<file path="src/rtl/csa_mult_pkg.sv">
// Shared types and constants for the carry-save serial multiplier.
package csa_mult_pkg;

    localparam int DEFAULT_WIDTH = 8;
    localparam int STATE_W       = 2;

    typedef enum logic [STATE_W-1:0] {
        IDLE    = 2'd0,
        ACCUM   = 2'd1,
        RESOLVE = 2'd2,
        DONE    = 2'd3
    } state_t;

endpackage

</file>
<file path="src/rtl/csa_row.sv">
// Vector row of 3:2 compressors: three addends in, bitwise sum and unshifted majority carry out.
module csa_row #(
    parameter int WIDTH = 16
) (
    input  logic [WIDTH-1:0] x,
    input  logic [WIDTH-1:0] y,
    input  logic [WIDTH-1:0] z,
    output logic [WIDTH-1:0] sum,
    output logic [WIDTH-1:0] carry
);

    assign sum   = x ^ y ^ z;
    assign carry = (x & y) | (x & z) | (y & z);

endmodule

</file>
<file path="src/rtl/csa_serial_multiplier.sv">
// Sequential unsigned multiplier: one partial-product row per cycle into a carry-save accumulator.
// Optional macro CSA_SERIAL_MULTIPLIER_EARLY_TERM_EN ends accumulation once the remaining multiplier bits are zero.
module csa_serial_multiplier
    import csa_mult_pkg::*;
#(
    parameter int WIDTH = DEFAULT_WIDTH
) (
    input  logic                 clk,
    input  logic                 rst_n,
    input  logic                 in_valid,
    output logic                 in_ready,
    input  logic [WIDTH-1:0]     a,
    input  logic [WIDTH-1:0]     b,
    output logic                 out_valid,
    input  logic                 out_ready,
    output logic [2*WIDTH-1:0]   product,
    output logic                 busy
);

    localparam int PW    = 2 * WIDTH;
    localparam int CNT_W = $clog2(WIDTH);

    state_t             state_q, state_d;
    logic [PW-1:0]      a_q, a_d;
    logic [WIDTH-1:0]   b_q, b_d;
    logic [PW-1:0]      sum_q, sum_d;
    logic [PW-1:0]      carry_q, carry_d;
    logic [CNT_W-1:0]   i_q, i_d;
    logic [PW-1:0]      product_q, product_d;
    logic               in_ready_q, in_ready_d;
    logic               out_valid_q, out_valid_d;
    logic               busy_q, busy_d;

    logic [PW-1:0]      pp;
    logic [PW-1:0]      row_sum;
    logic [PW-1:0]      row_carry;
    logic               last_row;

    assign pp = b_q[0] ? a_q : '0;

    csa_row #(.WIDTH(PW)) u_row (
        .x     (sum_q),
        .y     (carry_q),
        .z     (pp),
        .sum   (row_sum),
        .carry (row_carry)
    );

`ifdef CSA_SERIAL_MULTIPLIER_EARLY_TERM_EN
    // Stop as soon as no set multiplier bits remain beyond the current row.
    assign last_row = ((b_q >> 1) == '0) || (i_q == CNT_W'(WIDTH - 1));
`else
    assign last_row = (i_q == CNT_W'(WIDTH - 1));
`endif

    always_comb begin
        state_d   = state_q;
        a_d       = a_q;
        b_d       = b_q;
        sum_d     = sum_q;
        carry_d   = carry_q;
        i_d       = i_q;
        product_d = product_q;

        case (state_q)
            IDLE: begin
                if (in_valid && in_ready_q) begin
                    a_d     = {{WIDTH{1'b0}}, a};
                    b_d     = b;
                    sum_d   = '0;
                    carry_d = '0;
                    i_d     = '0;
                    state_d = ACCUM;
                end
            end
            ACCUM: begin
                // Carry out of the top bit is always zero because the product fits in PW bits.
                sum_d   = row_sum;
                carry_d = row_carry << 1;
                a_d     = a_q << 1;
                b_d     = b_q >> 1;
                i_d     = i_q + CNT_W'(1);
                if (last_row) begin
                    state_d = RESOLVE;
                end
            end
            RESOLVE: begin
                product_d = sum_q + carry_q;
                state_d   = DONE;
            end
            DONE: begin
                if (out_ready) begin
                    state_d = IDLE;
                end
            end
            default: state_d = IDLE;
        endcase

        in_ready_d  = (state_d == IDLE);
        out_valid_d = (state_d == DONE);
        busy_d      = (state_d == ACCUM) || (state_d == RESOLVE);
    end

    always_ff @(posedge clk) begin
        if (!rst_n) begin
            state_q     <= IDLE;
            a_q         <= '0;
            b_q         <= '0;
            sum_q       <= '0;
            carry_q     <= '0;
            i_q         <= '0;
            product_q   <= '0;
            in_ready_q  <= 1'b1;
            out_valid_q <= 1'b0;
            busy_q      <= 1'b0;
        end else begin
            state_q     <= state_d;
            a_q         <= a_d;
            b_q         <= b_d;
            sum_q       <= sum_d;
            carry_q     <= carry_d;
            i_q         <= i_d;
            product_q   <= product_d;
            in_ready_q  <= in_ready_d;
            out_valid_q <= out_valid_d;
            busy_q      <= busy_d;
        end
    end

    assign in_ready  = in_ready_q;
    assign out_valid = out_valid_q;
    assign busy      = busy_q;
    assign product   = product_q;

endmodule
</file>
<file path="config.mk">
export PLATFORM = sky130hd
export DESIGN_NAME = csa_serial_multiplier
export DESIGN_NICKNAME = d
export VERILOG_FILES = /design/src/rtl/csa_mult_pkg.sv /design/src/rtl/csa_row.sv /design/src/rtl/csa_serial_multiplier.sv
export SDC_FILE = /design/constraint.sdc
export NUM_CORES = 1
export LEC_CHECK = 0
export CORE_MARGIN = 3
export CORE_UTILIZATION = 35
export DETAILED_ROUTE_END_ITERATION = 7
export PLACE_DENSITY = 0.56
export SLEW_MARGIN = 30
export SYNTH_ARGS = -nofsm -noshare
export SYNTH_HDL_FRONTEND = slang
export SYNTH_SLANG_ARGS = --single-unit
</file>
<file path="constraint.sdc">
create_clock -name clk -period 2.03 [get_ports clk]
set_input_delay 0.406 -clock clk [delete_from_list [all_inputs] [get_ports clk]]
set_output_delay 0.406 -clock clk [all_outputs]
set_load 0.01 [all_outputs]
</file>
# ---- Word-level counts from Yosys, hierarchy flattened
# Cells that the tools add are included.
dict set report op_classes {
  n_addsub 2
  eq_ne 8
  mux 14
  n_bitwise 7
  n_reduce_logical 6
}
# op n
set ops {}
lappend ops {{16-bit one-hot mux with 2 select lines} 3}
lappend ops {{16-bit 2-to-1 mux} 3}
lappend ops {{15-bit AND} 3}
lappend ops {{16-bit bitwise XOR} 2}
lappend ops {{15-bit OR} 2}
lappend ops {{16-bit adder} 1}
lappend ops {{8-bit one-hot mux with 2 select lines} 1}
lappend ops {{2-bit == test (second input constant)} 4}
lappend ops {{8-bit 2-to-1 mux} 1}
lappend ops {{2-bit one-hot mux with 4 select lines} 1}
lappend ops {{2-bit 2-to-1 mux} 3}
lappend ops {{3-bit one-hot mux with 2 select lines} 1}
lappend ops {{2-bit by 1-bit == test with 1-bit output (second input constant)} 2}
lappend ops {{2-bit logical NOT} 2}
lappend ops {{3-bit by 1-bit adder with 3-bit output (second input constant)} 1}
lappend ops {{3-bit == test (second input constant)} 1}
lappend ops {{3-bit 2-to-1 mux} 1}
lappend ops {{2-bit inequality test (second input constant)} 1}
lappend ops {{2-bit AND reduction} 1}
lappend ops {{2-bit nonzero test} 1}
lappend ops {{1-bit logical AND} 1}
lappend ops {{1-bit logical OR} 1}
dict set report totals {
  reg_bits 80
  input_bits 20
  output_inout_bits 19
  word_cells 47
}

# ---- Logic depth before layout (Yosys ltp)
dict set report depth {
  depth_word 5
  ltp_mapped 8
  mapped_depth_nobuf 8
}

# ---- Modules after synthesis
# From an unflattened synthesis, not the netlist that was laid out.
dict set report hier_totals {
  cells_unflattened 433
  hier_area_um2 3962.6
}
# mod n_inst cells_per_inst area_each_um2 seq_area_each_um2
set by_module_without_submodules {}
lappend by_module_without_submodules {csa_serial_multiplier 1 417 3642.2 1581.5}
lappend by_module_without_submodules {csa_row 1 16 320.3 0.0}

# ---- Least setup slack after synthesis
# Ideal clock, no wire load.
dict set report synth_timing {
  path_type {reg-to-reg}
  startpoint {reg sum_q[1]}
  endpoint {reg product_q[15] (netlist: product[15])}
  setup_time_ps 120
  t_arrival_ps 2039
  t_required_ps 1910
  setup_slack_ps -129
  stages_incl_launch_ff 9
  n_path_buf 0
  period_less_slack_ps 2159
  cell_sequence {dfxtp_1 ha_1 fa_1 a211oi_2 o21bai_1 a21oi_4 o221ai_2 nor4b_4 o31a_1}
}
dict set report synth_via {
  elab_chain_len 1
}
# item line_no
set synth_rtl {}
lappend synth_rtl {{start: declaration} csa_serial_multiplier.sv:26} ;# logic [PW-1:0] sum_q, sum_d;
lappend synth_rtl {{start signal: assignment} csa_serial_multiplier.sv:120} ;# sum_q <= sum_d;
lappend synth_rtl {{16-bit adder} csa_serial_multiplier.sv:88} ;# product_d = sum_q + carry_q;
lappend synth_rtl {{end signal: assignment} csa_serial_multiplier.sv:123} ;# product_q <= product_d;
lappend synth_rtl {{end: declaration} csa_serial_multiplier.sv:29} ;# logic [PW-1:0] product_q, product_d;
# No other way between the ends.
# A chain may end at the register's enable or synchronous reset.

# ---- Final worst setup path
dict set report layout_timing {
  startpoint {reg carry_q[1]}
  endpoint {reg product_q[15] (netlist: product[15])}
}
dict set report layout_via {
  elab_chain_len 1
}
# item line_no
set layout_rtl {}
lappend layout_rtl {{start: declaration} csa_serial_multiplier.sv:27} ;# logic [PW-1:0] carry_q, carry_d;
lappend layout_rtl {{start signal: assignment} csa_serial_multiplier.sv:121} ;# carry_q <= carry_d;
lappend layout_rtl {{16-bit adder} csa_serial_multiplier.sv:88}
# No other way between the ends.

==> results_tabular.tex <==
\begin{tabular}{lr}
\hline
Metric & Value \\
\hline
\multicolumn{2}{l}{\textbf{Run status}} \\
\quad Status & finished clean \\
\multicolumn{2}{l}{\textbf{Logic synthesis}} \\
\quad Share of synthesized area spent on multiplexers & 0.00754 \\
\quad Predominant post-synthesis flop cell & sky130\_fd\_sc\_hd\_\_dfxtp\_1 \\
\quad Area share of fa/ha/maj cells after synthesis & 0.130 \\
\quad Total nets after synthesis & 512 \\
\quad Cells after Synth & 458 \\
\quad Synth Area per Inst & 9.05 um2 \\
\quad Warnings, synthesis & 0 \\
\quad Cell types occupying the most area after synthesis & sky130\_fd\_sc\_hd\_\_dfxtp\_1 38\%, sky130\_fd\_sc\_hd\_\_fa\_1 7.2\%, sky130\_fd\_sc\_hd\_\_ha\_1 5.7\% \\
\quad Post-synthesis cell type count & 56 \\
\quad Simple-Gate Fraction of Synth Area & 0.199 \\
\quad Post-synthesis compound-gate area fraction & 0.192 \\
\quad Dominant combinational cell family by area after synthesis & simple AND/OR/NAND/NOR gates \\
\quad Mapped Area & 4150 um2 \\
\quad Number of enable-type register cells in the synthesized netlist & 0 \\
\quad Share of synthesized flip-flops with an asynchronous set or reset & 0 \\
\quad Sequential element share of the synthesized area & 0.381 \\
\quad Cell taking the most area after synthesis & sky130\_fd\_sc\_hd\_\_dfxtp\_1 \\
\quad Top-area cell type share of the netlist area & 0.381 \\
\quad Synthesis-stage register bit count & 79 \\
\quad Synthesized-area fraction occupied by xor and xnor cells & 0.0253 \\
\multicolumn{2}{l}{\textbf{Die}} \\
\quad DIE WIDTH & 115 um \\
\quad Total core area & 11,500 um2 \\
\quad Die height & 115 um \\
\quad Die Outline Area & 13,200 um2 \\
\quad Initial Util & 0.360 \\
\quad Number of top-level pins & 39 \\
\quad Number of cell rows & 39 \\
\multicolumn{2}{l}{\textbf{Final layout}} \\
\quad Most frequent standard cell in the layout excluding fill and tap cells & sky130\_fd\_sc\_hd\_\_dfxtp\_1 \\
\quad Area of combinational cells with multiple inputs & 2370 um2 \\
\quad Most frequent cells in the layout & 75 x sky130\_fd\_sc\_hd\_\_dfxtp\_1, 61 x sky130\_fd\_sc\_hd\_\_nand2\_1, 37 x sky130\_fd\_sc\_hd\_\_clkdlybuf4s50\_1 \\
\quad Area growth, synth to finish & 22.7\% \\
\quad Nets & 555 \\
\quad Proportion of layout cells with a drive suffix above 1 & 0.121 \\
\quad Utilization after layout & 0.442 \\
\quad Number of inserted diodes & 0 \\
\quad Filler cell count & 1,134 \\
\quad Storage element area & 1590 um2 \\
\multicolumn{2}{l}{\textbf{Routing}} \\
\quad Wire length after detailed routing & 8630 um \\
\quad DR iter-0 viols & 89 \\
\quad Vias/cell & 4.95 \\
\quad Final routed wire length divided by cell count & 13.3 um \\
\quad Count of vias placed by the detailed router & 3,215 \\
\quad Remaining antenna violation count after routing & 0 \\
\quad Detailed-routing iteration count for the pre-antenna-repair pass & 4 \\
\quad Number of design rule violations left after detail routing & 0 \\
\multicolumn{2}{l}{\textbf{Clock tree}} \\
\quad CTS Root Cell & sky130\_fd\_sc\_hd\_\_clkbuf\_16 \\
\quad Count of clock tree sinks & 79 \\
\quad Maximum buffer depth of the clock tree & 2 \\
\quad CTS HTree Levels & 3 \\
\quad Number of buffers added to fix hold violations after cts & 0 \\
\quad Clock Pin Slew Worst Setup and Hold Paths & 0.06 ns \\
\quad Number of buffers inserted during clock tree synthesis & 9 \\
\quad Clock network latency to the later pin of the worst-skew pair & 0.34 ns \\
\quad CTS tree & built \\
\multicolumn{2}{l}{\textbf{Global routing}} \\
\quad All-Layer GR Usage & 0.141 \\
\quad Maximum number of pins on one net before global-route repair & 73 \\
\quad Met3 global-route usage & 0.0395 \\
\quad Met1 Usage GRT & 0.176 \\
\quad Vias in the first global route & 3,191 \\
\quad Remaining Overflow, GRT & 0 \\
\quad Global routing usage on met2 & 0.237 \\
\quad GR peak layer & met2 \\
\quad First-pass GRT wire length & 15,100 um \\
\quad Number of antenna violations at the first check in global routing & 0 \\
\multicolumn{2}{l}{\textbf{Power and ir drop}} \\
\quad Maximum VDD drop & 438 uV \\
\quad Leak Pwr & 0.00196 uW \\
\quad Power per standard cell area & 663 nW/um2 \\
\quad Total power & 3370 uW \\
\multicolumn{2}{l}{\textbf{Place}} \\
\quad HPWL reported at the end of detailed placement & 5930 um \\
\quad Number of port buffers & 38 \\
\quad Worst slack after detailed placement & -0.0674 ns \\
\quad GP Congestion & 0.826 \\
\multicolumn{2}{l}{\textbf{STA}} \\
\quad Transition time at the pin with the least slew margin & 0.541 ns \\
\quad Final Critical Period & 2.03 ns \\
\quad \# setup viols final & 0 \\
\quad Final worst path period share & 0.998 \\
\quad Setup skew after layout & 0.00536 ns \\
\quad Headroom to the max-slew limit & 0.640 \\
\quad Minimum setup slack in the final design & 0.00444 ns \\
\quad Number of hold violations in the final report & 0 \\
\quad Timing-limited maximum frequency & 0.494 GHz \\
\quad Max-slew violation total from the final report & 0 \\
\quad Setup repair after global routing missed its margin & true \\
\multicolumn{2}{l}{\textbf{Setup path}} \\
\quad Category of the worst setup path capture point & register \\
\quad Type of the setup path with the least slack & register to register \\
\quad Kind of start point of the critical path & register \\
\quad Arr. time, crit path & 2.25 ns \\
\quad Worst endpoint required time & 2.26 ns \\
\quad Maximum fanout along the worst path & 3 \\
\multicolumn{2}{l}{\textbf{Hold path}} \\
\quad Worst min path class & input port to register \\
\multicolumn{2}{l}{\textbf{Run}} \\
\quad MaxCap Viol Count & 0 \\
\hline
\end{tabular}
==> cells in the mapped netlist (all sizes together), types with 2 or more instances <==
cell,instances
inv,34
a211oi,3
buf,12
xor2,5
dfxtp,79
o211a,15
a31o,2
a21o,3
a22oi,13
and2,37
nand2b,3
o22ai,27
ha,19
mux2i,2
nand3,20
xnor2,7
a21boi,4
a21oi,14
nand2,62
o211ai,2
fa,15
nand4,2
nor2b,17
nor2,12
o21ai,14
clkbuf,15
o21bai,2
==> state kept, by name, summed over array words and instances, names as in the netlist <==
signal	cells
a_q	16
b_q	8
busy	1
carry_q	15
i_q	3
in_ready	1
out_valid	1
product	16
state_q	2
sum_q	16
==> kinds of logic after synthesis <==
group	Yosys count
AOI/OAI and AO/OA	107
buffers and inverters	62
and+or+nand+nor	161
DFF	79
adders and majority gates	34
xor gates and xnor gates	12
muxes	3
==> layer usage <==
layer | vias up | part of all wire
li1 | 1647 | -
met1 | 1511 | 0.47
met2 | 48 | 0.47
met3 | 9 | 0.040
met4 | 0 | 0.012
met5 | - | 0
==> path summary, 6_finish.rpt <==
path         slack (ns)         from     endpoint  cells past startpoint
min                0.41        rst_n   product[6]                      3
max reg2reg       0.004   carry_q[1]  product[15]                      8
min reg2reg        0.44  product[12]  product[12]                      2
max               0.004   carry_q[1]  product[15]                      8
==> what timing repair did <==
item,4_1_cts,5_1_grt
endpoints found under the setup margin,3,6
gates resized for setup,3,8
pin swaps,5,6
setup buffers,2,1
==> cell type report <==
| cell class | instances | area share |
|---|---|---|
| multi-input cells | 317 | 0.465 |
| flip-flops and latches | 79 | 0.312 |
| repair buffers | 60 | 0.112 |
| inverters | 34 | 0.0251 |
| well taps | 143 | 0.0352 |
| clock buffers | 11 | 0.0457 |
| clock inverters | 5 | 0.00492 |
==> stage by stage <==
step	TNS (ns)	instance area, um2	hold slack (ns)	cells
finish	0	5090	0.411	649
global route	-0.147	5090	0.418	649
CTS	0	5020	0.402	648
detailed placement	-0.0965	4740	0.438	630
global placement	-0.0627	4740	0.434	630
floorplan	0	4160	0.458	458
==> worst max-delay path, stage by stage (launching register included) <==
cell and delay, ns:
sky130_fd_sc_hd__dfxtp_2 0.33, sky130_fd_sc_hd__ha_4 0.17, sky130_fd_sc_hd__fa_2 0.35, sky130_fd_sc_hd__a211oi_2 0.24
sky130_fd_sc_hd__o21bai_2 0.13, sky130_fd_sc_hd__a21oi_4 0.19, sky130_fd_sc_hd__o221ai_4 0.13, sky130_fd_sc_hd__nor4b_4 0.14
sky130_fd_sc_hd__o31a_1 0.25
==> power breakdown <==
| part | switching (uW) | internal [uW] |
|---|---|---|
| sequential | 30.9 | 1600 |
| clock | 613 | 817 |
| combinational | 179 | 136 |
No activity file was read; power rests on OpenSTA's default activity.
